**config.mk**
```make
export PLATFORM = sky130hd
export DESIGN_NAME = seq_divider
export DESIGN_NICKNAME = d
export VERILOG_FILES = /design/src/rtl/seq_divider.sv
export SDC_FILE = /design/constraint.sdc
export NUM_CORES = 1
export LEC_CHECK = 0
export CAP_MARGIN = 20
export CORE_ASPECT_RATIO = 0.6
export CORE_MARGIN = 5
export CORE_UTILIZATION = 58
export DETAILED_ROUTE_END_ITERATION = 8
export GPL_ROUTABILITY_DRIVEN = 0
export PLACE_DENSITY = 0.85
export SYNTH_ARGS = -nofsm -noshare
export SYNTH_HDL_FRONTEND = slang
export SYNTH_SLANG_ARGS = --single-unit
```
**constraint.sdc**
```tcl
create_clock -name clk -period 3.5 [get_ports clk]
set_clock_uncertainty 0.15 [all_clocks]
set_input_delay 0.7 -clock clk [delete_from_list [all_inputs] [get_ports clk]]
set_output_delay 0.7 -clock clk [all_outputs]
set_load 0.02 [all_outputs]
```
**src/rtl/seq_divider.sv**
```systemverilog
// seq_divider: multi-cycle unsigned restoring divider, one quotient bit per clock.
//
// Ports
//   clk          : clock, all state changes on the rising edge
//   reset_n      : synchronous active-low reset
//   start        : request a division (accepted only while idle)
//   dividend     : unsigned numerator, sampled with start
//   divisor      : unsigned denominator, sampled with start
//   busy         : registered, high while an operation is in flight (incl. the done cycle)
//   done         : registered one-cycle strobe, results valid
//   quotient     : registered quotient (all ones on divide by zero)
//   remainder    : registered remainder (dividend on divide by zero)
//   div_by_zero  : last operation had a zero divisor
//   zero         : last operation produced a zero quotient
//
// busy/done are registered from the state, so they trail the state by one
// cycle: done appears DATA_BITS+1 cycles after start (1 cycle for a zero
// divisor). Requires DATA_BITS >= 2.
module seq_divider #(
  parameter int DATA_BITS = 8
) (
  input  logic                 clk,
  input  logic                 reset_n,
  input  logic                 start,
  input  logic [DATA_BITS-1:0] dividend,
  input  logic [DATA_BITS-1:0] divisor,
  output logic                 busy,
  output logic                 done,
  output logic [DATA_BITS-1:0] quotient,
  output logic [DATA_BITS-1:0] remainder,
  output logic                 div_by_zero,
  output logic                 zero
);

  localparam int W  = DATA_BITS;
  localparam int CW = $clog2(DATA_BITS + 1);

  typedef enum logic [1:0] {IDLE, RUN, DONE} state_t;

  state_t         state, state_nxt;
  logic [W-1:0]   q_reg, d_reg;
  // After each restoring step R < D, so only W bits need storing; the extra
  // bit of the partial remainder only exists inside the trial difference.
  logic [W-1:0]   r_reg;
  logic [CW-1:0]  cnt;

  logic [W:0]     shifted, trial;
  logic [W-1:0]   q_nxt, r_nxt;
  logic           last;

  // One restoring iteration.
  always_comb begin
    shifted = {r_reg, q_reg[W-1]};
    trial   = shifted - {1'b0, d_reg};
    q_nxt   = {q_reg[W-2:0], ~trial[W]};
    r_nxt   = trial[W] ? shifted[W-1:0] : trial[W-1:0];
    last    = (cnt == CW'(W - 1));
  end

  always_ff @(posedge clk) begin
    if (!reset_n) state <= IDLE;
    else          state <= state_nxt;
  end

  always_comb begin
    state_nxt = state;
    case (state)
      IDLE:    if (start) state_nxt = (divisor == '0) ? DONE : RUN;
      RUN:     if (last)  state_nxt = DONE;
      DONE:    state_nxt = IDLE;
      default: state_nxt = IDLE;
    endcase
  end

  always_ff @(posedge clk) begin
    if (!reset_n) begin
      q_reg       <= '0;
      d_reg       <= '0;
      r_reg       <= '0;
      cnt         <= '0;
      quotient    <= '0;
      remainder   <= '0;
      div_by_zero <= 1'b0;
      zero        <= 1'b0;
      busy        <= 1'b0;
      done        <= 1'b0;
    end else begin
      busy <= (state != IDLE);
      done <= (state == DONE);
      case (state)
        IDLE: begin
          if (start) begin
            if (divisor != '0) begin
              q_reg <= dividend;
              d_reg <= divisor;
              r_reg <= '0;
              cnt   <= '0;
            end else begin
              quotient    <= '1;
              remainder   <= dividend;
              div_by_zero <= 1'b1;
              zero        <= 1'b0;
            end
          end
        end
        RUN: begin
          q_reg <= q_nxt;
          r_reg <= r_nxt;
          cnt   <= cnt + CW'(1);
          if (last) begin
            quotient    <= q_nxt;
            remainder   <= r_nxt;
            div_by_zero <= 1'b0;
            zero        <= (q_nxt == '0);
          end
        end
        default: ;
      endcase
    end
  end

endmodule

```
==> results.py, run 1 <==
metrics = {
    "global_route": {
        "overall_global_routing_usage_pct": 23.7,
        "number_of_global_route_vias_before_repair": 2095,
        "grt_start_max_net_pins": 31,
        "wire_length_of_the_first_global_routing_pass_mm": 10.5,
        "global_route.overflow_total": 0,
        "antenna_found_initial": 0,
    },
    "yosys": {
        "synth.most_common_cell": "sky130_fd_sc_hd__dfxtp_1",
        "syn_area_um2": 2560,
        "yosys.area.top_type": "sky130_fd_sc_hd__dfxtp_1",
        "synth_async_sr_flop_share_pct": 0,
        "syn_area_per_cell_um2": 8.81,
        "synth-warning-count": 0,
        "synth.lib_cells_used.distinct": 54,
        "yosys.area.top_type_share_pct": 39.0,
        "ys_dominant_reg_cell": "sky130_fd_sc_hd__dfxtp_1",
        "ys_top_cells_by_area": "sky130_fd_sc_hd__dfxtp_1, sky130_fd_sc_hd__mux2i_1, sky130_fd_sc_hd__nand2_1, sky130_fd_sc_hd__ha_1, sky130_fd_sc_hd__nor2b_1",
        "yosys_register_bits": 50,
        "yosys-top-cells-count": "sky130_fd_sc_hd__dfxtp_1, sky130_fd_sc_hd__nand2_1, sky130_fd_sc_hd__nor2_1",
        "post_synth_inst_count": 291,
        "synth_fp_nets": 320,
        "synth_seq_area_share_pct": 39.0,
        "synth_edf_count": 0,
    },
    "critical_path": {
        "worst-endpoint-required_ns": 3.52,
        "crit_fanout": 15,
        "slowest_stage": "sky130_fd_sc_hd__nor2_4",
        "critPathLaunchType": "flip-flop",
        "critical-path-top-delay-family": "adder cells",
        "crit_path_cell_trace": "inv_1 -> ha_1 -> inv_1 -> fa_1 -> a211oi_2 -> nor3_2 -> mux2i_2 -> nor2_4 -> mux2i_1 -> a21oi_1",
        "crit_top_cell": "sky130_fd_sc_hd__inv_1",
        "crit_path_buffers_inverters": 2,
        "cp.arrival_ns": 2.88,
        "critical_path.endpoint_type": "flip-flop",
        "crit_type": "reg -> reg",
        "crit-reg2reg-launch": "q_reg[7]",
        "critPathLaunch": "q_reg[7]",
        "critPathMaxStageDelay_ns": 0.43,
    },
    "final_layout": {
        "multi_input_area_um2": 1460,
        "regArea_um2": 1000,
        "areaGrowthSynthToFinish_pct": 21.1,
        "n_antenna_cell": 0,
        "finalCoreUtilization_pct": 74.1,
        "layout.cells.non_filler": 388,
        "nFillCells": 323,
        "fin_nets": 357,
        "drive_above_1_share_pct": 7.62,
    },
    "worst_hold_path": {
        "hold_removal_path_class": "reg -> reg",
        "min_from": "div_by_zero",
    },
    "drt": {
        "totalWireLength_mm": 6.59,
        "drt-vias-per-instance": 5.96,
        "remaining_design_rule_violation_count": 0,
        "detailedRoute.firstIterationViolations": 237,
        "num_vias": 2312,
        "wl_per_cell_um": 17.0,
        "first_pass_iters": 5,
        "final_antenna_net_count": 0,
    },
    "sta": {
        "max_slew_margin_pct": 59.9,
        "finalCriticalPeriod_ns": 2.86,
        "finalMaxSlewViolations": 0,
        "fmax_mhz": 350,
        "setup_viol": 0,
        "finalCritPeriodShare_pct": 81.7,
        "tns_ns": 0,
        "grt_setup_unrepaired": "no",
        "worstMarginPinSlew_ns": 0.600,
        "hold_violations": 0,
    },
    "power": {
        "static-leakage-power_nw": 1.26,
        "worst_ir_drop_vdd_v": 0.000283,
        "power.density_nw_per_um2": 507,
    },
    "place": {
        "number_of_input_and_output_port_buffers_inserted": 38,
        "dp_hpwl_mm": 4.92,
        "numPlacedInstances": 381,
    },
    "cts": {
        "clockRootBuffer": "sky130_fd_sc_hd__clkbuf_8",
        "clock_sinks": 50,
        "number_of_h_tree_branching_levels": 2,
        "cts.clk_slew.worst_paths_ns": 0.09,
        "cts_hold_repair.buffers": 0,
        "cts_bufs_inserted": 5,
        "clk-insertion-delay-late_ns": 0.30,
        "clk_path_buf_depth": 2,
        "post_cts.repair.setup_buffers": 0,
        "tritoncts": "yes",
        "cts-resized-gates": 0,
    },
    "die": {
        "die_h_um": 61.5,
        "initial_core_util_pct": 61.2,
        "rows": 18,
        "floorplan.core_area_um2": 4190,
        "die-area_um2": 5890,
        "die_width_um": 95.8,
        "num_io_pins": 39,
    },
    "status": {
        "outcome": "complete, no violations",
    },
    "run": {
        "maxCapViolCount": 0,
    },
}
## layer usage
metal | vias up | part of all wire, % | GRT usage, %
li1 | 1112 | - | -
met1 | 1078 | 48 | 35.2
met2 | 114 | 41 | 33.7
met3 | 8 | 9.3 | 5.49
met4 | 0 | 1.5 | 8.30
met5 | - | 0 | 0
## kinds of logic (layout without fill, tap and decap cells)
logic type	after synthesis	count (layout)	synth area share (%)
muxes	17	17	6.98
xor gates and xnor gates	7	7	2.39
and+or+nand+nor	118	118	24.0
buffers and inverters	24	61	4.10
DFF	50	50	39.0
AOI/OAI and AO/OA	65	65	18.3
adders and majority gates	10	10	5.17
## worst paths after layout
kind	cells past startpoint	endpoint	slack, ns
setup / recovery	10	remainder[7]	0.64
hold / removal	2	div_by_zero	0.33
setup reg to reg	10	remainder[7]	0.64
hold reg to reg	2	div_by_zero	0.33
## cell type report
class                      instances  share of cell area (%)
timing repair buffer              43                    13.5
clock inverter                     1                   0.967
tap                               60                    2.42
inverter                          11                    1.33
multi-input combinational        217                    46.9
clock buffer                       6                    2.66
sequential                        50                    32.2
## power breakdown
part / internal [mW] / leakage (nW) / switching [mW] / total [mW]
registers: 0.614 / 0.409 / 0.0389 / 0.653
logic: 0.219 / 0.792 / 0.290 / 0.509
clock network: 0.229 / 0.0573 / 0.184 / 0.412
total: 1.06 / 1.26 / 0.513 / 1.57
## worst min-delay path, delay by kind of cell, from the launching register on
family	cells	cell delay (ns)
AND/OR/NAND/NOR	1	0.05
flip-flops	1	0.32
AO/OA/AOI/OAI	1	0.07
## layout by cell type, fill, tap and decap left out, drive strengths merged, types with 2 or more instances in the layout
| master | instances |
|---|---|
| a211o | 2 |
| nor4 | 2 |
| nor3b | 6 |
| nor2b | 13 |
| a211oi | 2 |
| a21oi | 14 |
| xnor2 | 2 |
| o221ai | 5 |
| o21a | 4 |
| a21boi | 3 |
| ha | 9 |
| or4 | 3 |
| dfxtp | 50 |
| xor2 | 5 |
| clkdlybuf4s50 | 38 |
| mux2i | 16 |
| o2111ai | 2 |
| inv | 11 |
| nor2 | 21 |
| clkbuf | 6 |
| nand2b | 4 |
| nor3 | 9 |
| o21ai | 18 |
| o211a | 8 |
| nand2 | 38 |
| nand3 | 12 |
| nand4 | 3 |
| buf | 5 |
## metrics by stage
step	setup slack [ns]	instance area (um2)	total power, mW	hold slack, ns
after CTS	0.677	3110	1.57	0.333
after global placement	0.706	2990	1.15	0.308
after global routing	0.507	3110	1.64	0.361
final	0.639	3110	1.57	0.332
after detailed placement	0.673	2990	1.16	0.313
after floorplan	1.11	2560	1.03	0.295
Power figures use the tool's default switching activity.
==> run 2, diff against run 1 <==
--- a/config.mk
+++ b/config.mk
@@ -8,10 +8,10 @@
 export CAP_MARGIN = 20
 export CORE_ASPECT_RATIO = 0.6
 export CORE_MARGIN = 5
-export CORE_UTILIZATION = 58
+export CORE_UTILIZATION = 54
 export DETAILED_ROUTE_END_ITERATION = 8
 export GPL_ROUTABILITY_DRIVEN = 0
-export PLACE_DENSITY = 0.85
+export PLACE_DENSITY = 0.8
 export SYNTH_ARGS = -nofsm -noshare
 export SYNTH_HDL_FRONTEND = slang
 export SYNTH_SLANG_ARGS = --single-unit
==> constraint.sdc (replaced) <==
create_clock -name clk -period 2.7 [get_ports clk]
set_clock_uncertainty 0.15 [all_clocks]
set_input_delay 0.54 -clock clk [delete_from_list [all_inputs] [get_ports clk]]
set_output_delay 0.54 -clock clk [all_outputs]
set_load 0.02 [all_outputs]
==> results.py, run 2 (synthesized netlist as in run 1, its figures left out) <==
metrics = {
    "final_layout": {
        "final_common_cell": "sky130_fd_sc_hd__dfxtp_1",
        "layout.cells.non_filler": 404,
        "layout.cells.most_common_list": "sky130_fd_sc_hd__dfxtp_1, sky130_fd_sc_hd__clkdlybuf4s50_1, sky130_fd_sc_hd__nand2_1",
        "fin_area_um2": 3220,
        "nFillCells": 344,
        "multi_input_area_um2": 1490,
        "drive_above_1_share_pct": 11.4,
        "n_antenna_cell": 0,
        "finalCoreUtilization_pct": 70.2,
        "regArea_um2": 1000,
        "fin_nets": 369,
        "areaGrowthSynthToFinish_pct": 25.7,
    },
    "cts": {
        "clk-insertion-delay-late_ns": 0.31,
        "clk_path_buf_depth": 2,
        "cts_bufs_inserted": 5,
        "number_of_h_tree_branching_levels": 2,
        "cts.clk_slew.worst_paths_ns": 0.09,
        "clock_sinks": 50,
        "tritoncts": "yes",
        "cts_hold_repair.buffers": 0,
        "clockRootBuffer": "sky130_fd_sc_hd__clkbuf_8",
    },
    "die": {
        "initial_core_util_pct": 55.9,
        "num_io_pins": 39,
        "die_width_um": 99.0,
        "rows": 19,
        "floorplan.core_area_um2": 4590,
        "die_h_um": 63.4,
        "die-area_um2": 6270,
    },
    "global_route": {
        "wire_length_of_the_first_global_routing_pass_mm": 10.9,
        "number_of_global_route_vias_before_repair": 2189,
        "global_route.overflow_total": 0,
        "overall_global_routing_usage_pct": 21.6,
        "grt_util_met3_pct": 5.07,
        "grt_start_max_net_pins": 32,
        "grtUsageMet1_pct": 32.8,
        "met2_usage_pct": 30.5,
        "busiest_layer": "met1",
        "antenna_found_initial": 0,
    },
    "status": {
        "outcome": "complete, no violations",
    },
    "drt": {
        "wl_per_cell_um": 16.3,
        "first_pass_iters": 4,
        "drt-vias-per-instance": 5.61,
        "num_vias": 2268,
        "totalWireLength_mm": 6.57,
        "remaining_design_rule_violation_count": 0,
        "final_antenna_net_count": 0,
        "detailedRoute.firstIterationViolations": 134,
    },
    "power": {
        "power.density_nw_per_um2": 664,
        "static-leakage-power_nw": 1.31,
        "worst_ir_drop_vdd_v": 0.000406,
        "power_mw": 2.14,
    },
    "place": {
        "dp_hpwl_mm": 4.93,
        "number_of_input_and_output_port_buffers_inserted": 38,
        "numPlacedInstances": 393,
        "dpl-instance-area_um2": 3060,
    },
    "run": {
        "maxCapViolCount": 0,
    },
    "sta": {
        "hold_violations": 0,
        "worstMarginPinSlew_ns": 0.585,
        "finalCriticalPeriod_ns": 2.60,
        "fmax_mhz": 384,
        "finalCritPeriodShare_pct": 96.3,
        "setup_viol": 0,
        "finalMaxSlewViolations": 0,
        "tns_ns": 0,
        "max_slew_margin_pct": 61.0,
    },
    "critical_path": {
        "critPathMaxStageDelay_ns": 0.37,
        "critPathLaunchType": "flip-flop",
        "crit_path_cell_trace": "inv_1 -> ha_1 -> inv_1 -> fa_2 -> a211oi_4 -> nor3_2 -> mux2i_4 -> nor2_4 -> mux2i_2 -> o21ai_0",
        "crit_fanout": 6,
        "critical-path-top-delay-family": "adder cells",
        "slowest_stage": "sky130_fd_sc_hd__fa_2",
        "worst-endpoint-required_ns": 2.74,
        "crit_path_buffers_inverters": 2,
        "crit_type": "reg -> reg",
        "critical_path.endpoint_type": "flip-flop",
        "cp.arrival_ns": 2.64,
        "crit_top_cell": "sky130_fd_sc_hd__inv_1",
    },
    "worst_hold_path": {
        "hold_removal_path_class": "reg -> reg",
    },
}
[run 2: cell count changes in the layout (fill, tap and decap cells not counted), sizes merged]
cell	delta
nor2	+1
clkinvlp	+1
buf	+11
[run 2: report_power, final]
group	switching (mW)	total, mW	internal [mW]
clock	0.253	0.529	0.277
combinational	0.401	0.766	0.365
sequential	0.0489	0.845	0.796
total	0.703	2.14	1.44
[run 2: worst min-delay path, stage by stage, from the launching register on]
cell,delay (ns)
sky130_fd_sc_hd__dfxtp_1,0.33
sky130_fd_sc_hd__nand2_1,0.05
sky130_fd_sc_hd__o21ai_1,0.05
[run 2: area by class of cell]
type / instances / area share (%)
clock buffer: 6 / 2.25
inverter: 11 / 1.28
tap: 63 / 2.45
multi-input combinational: 218 / 46.3
sequential: 50 / 31.1
clock inverter: 2 / 1.16
timing repair buffer: 54 / 15.5
[run 2: path summary, 6_finish.rpt]
check | from | endpoint | slack [ns] | depth (start not counted)
max | q_reg[7] | r_reg[1] | 0.1 | 10
min | r_reg[6] | r_reg[6] | 0.33 | 2
max reg2reg | q_reg[7] | r_reg[1] | 0.1 | 10
min reg2reg | r_reg[6] | r_reg[6] | 0.33 | 2
[run 2: repair_timing]
item | CTS | global route
setup buffers | 2 | 0
gates resized for setup | 0 | 5
cloned | 0 | 1
pin swaps | 1 | 2
setup endpoints to repair | 1 | 14
[run 2: routing by layer]
layer / vias to the layer above / wire length (um)
li1: 1136 / -
met1: 1053 / 3430
met2: 76 / 2650
met3: 3 / 458
met4: 0 / 34
met5: - / 0
[run 2: stage by stage]
| step | hold slack (ns) | setup WS, ns |
|---|---|---|
| after floorplan | 0.295 | 0.310 |
| after global placement | 0.308 | 0.0373 |
| after detailed placement | 0.311 | 0.00541 |
| after CTS | 0.323 | 0.0524 |
| after global routing | 0.363 | -0.0200 |
| final | 0.335 | 0.0986 |
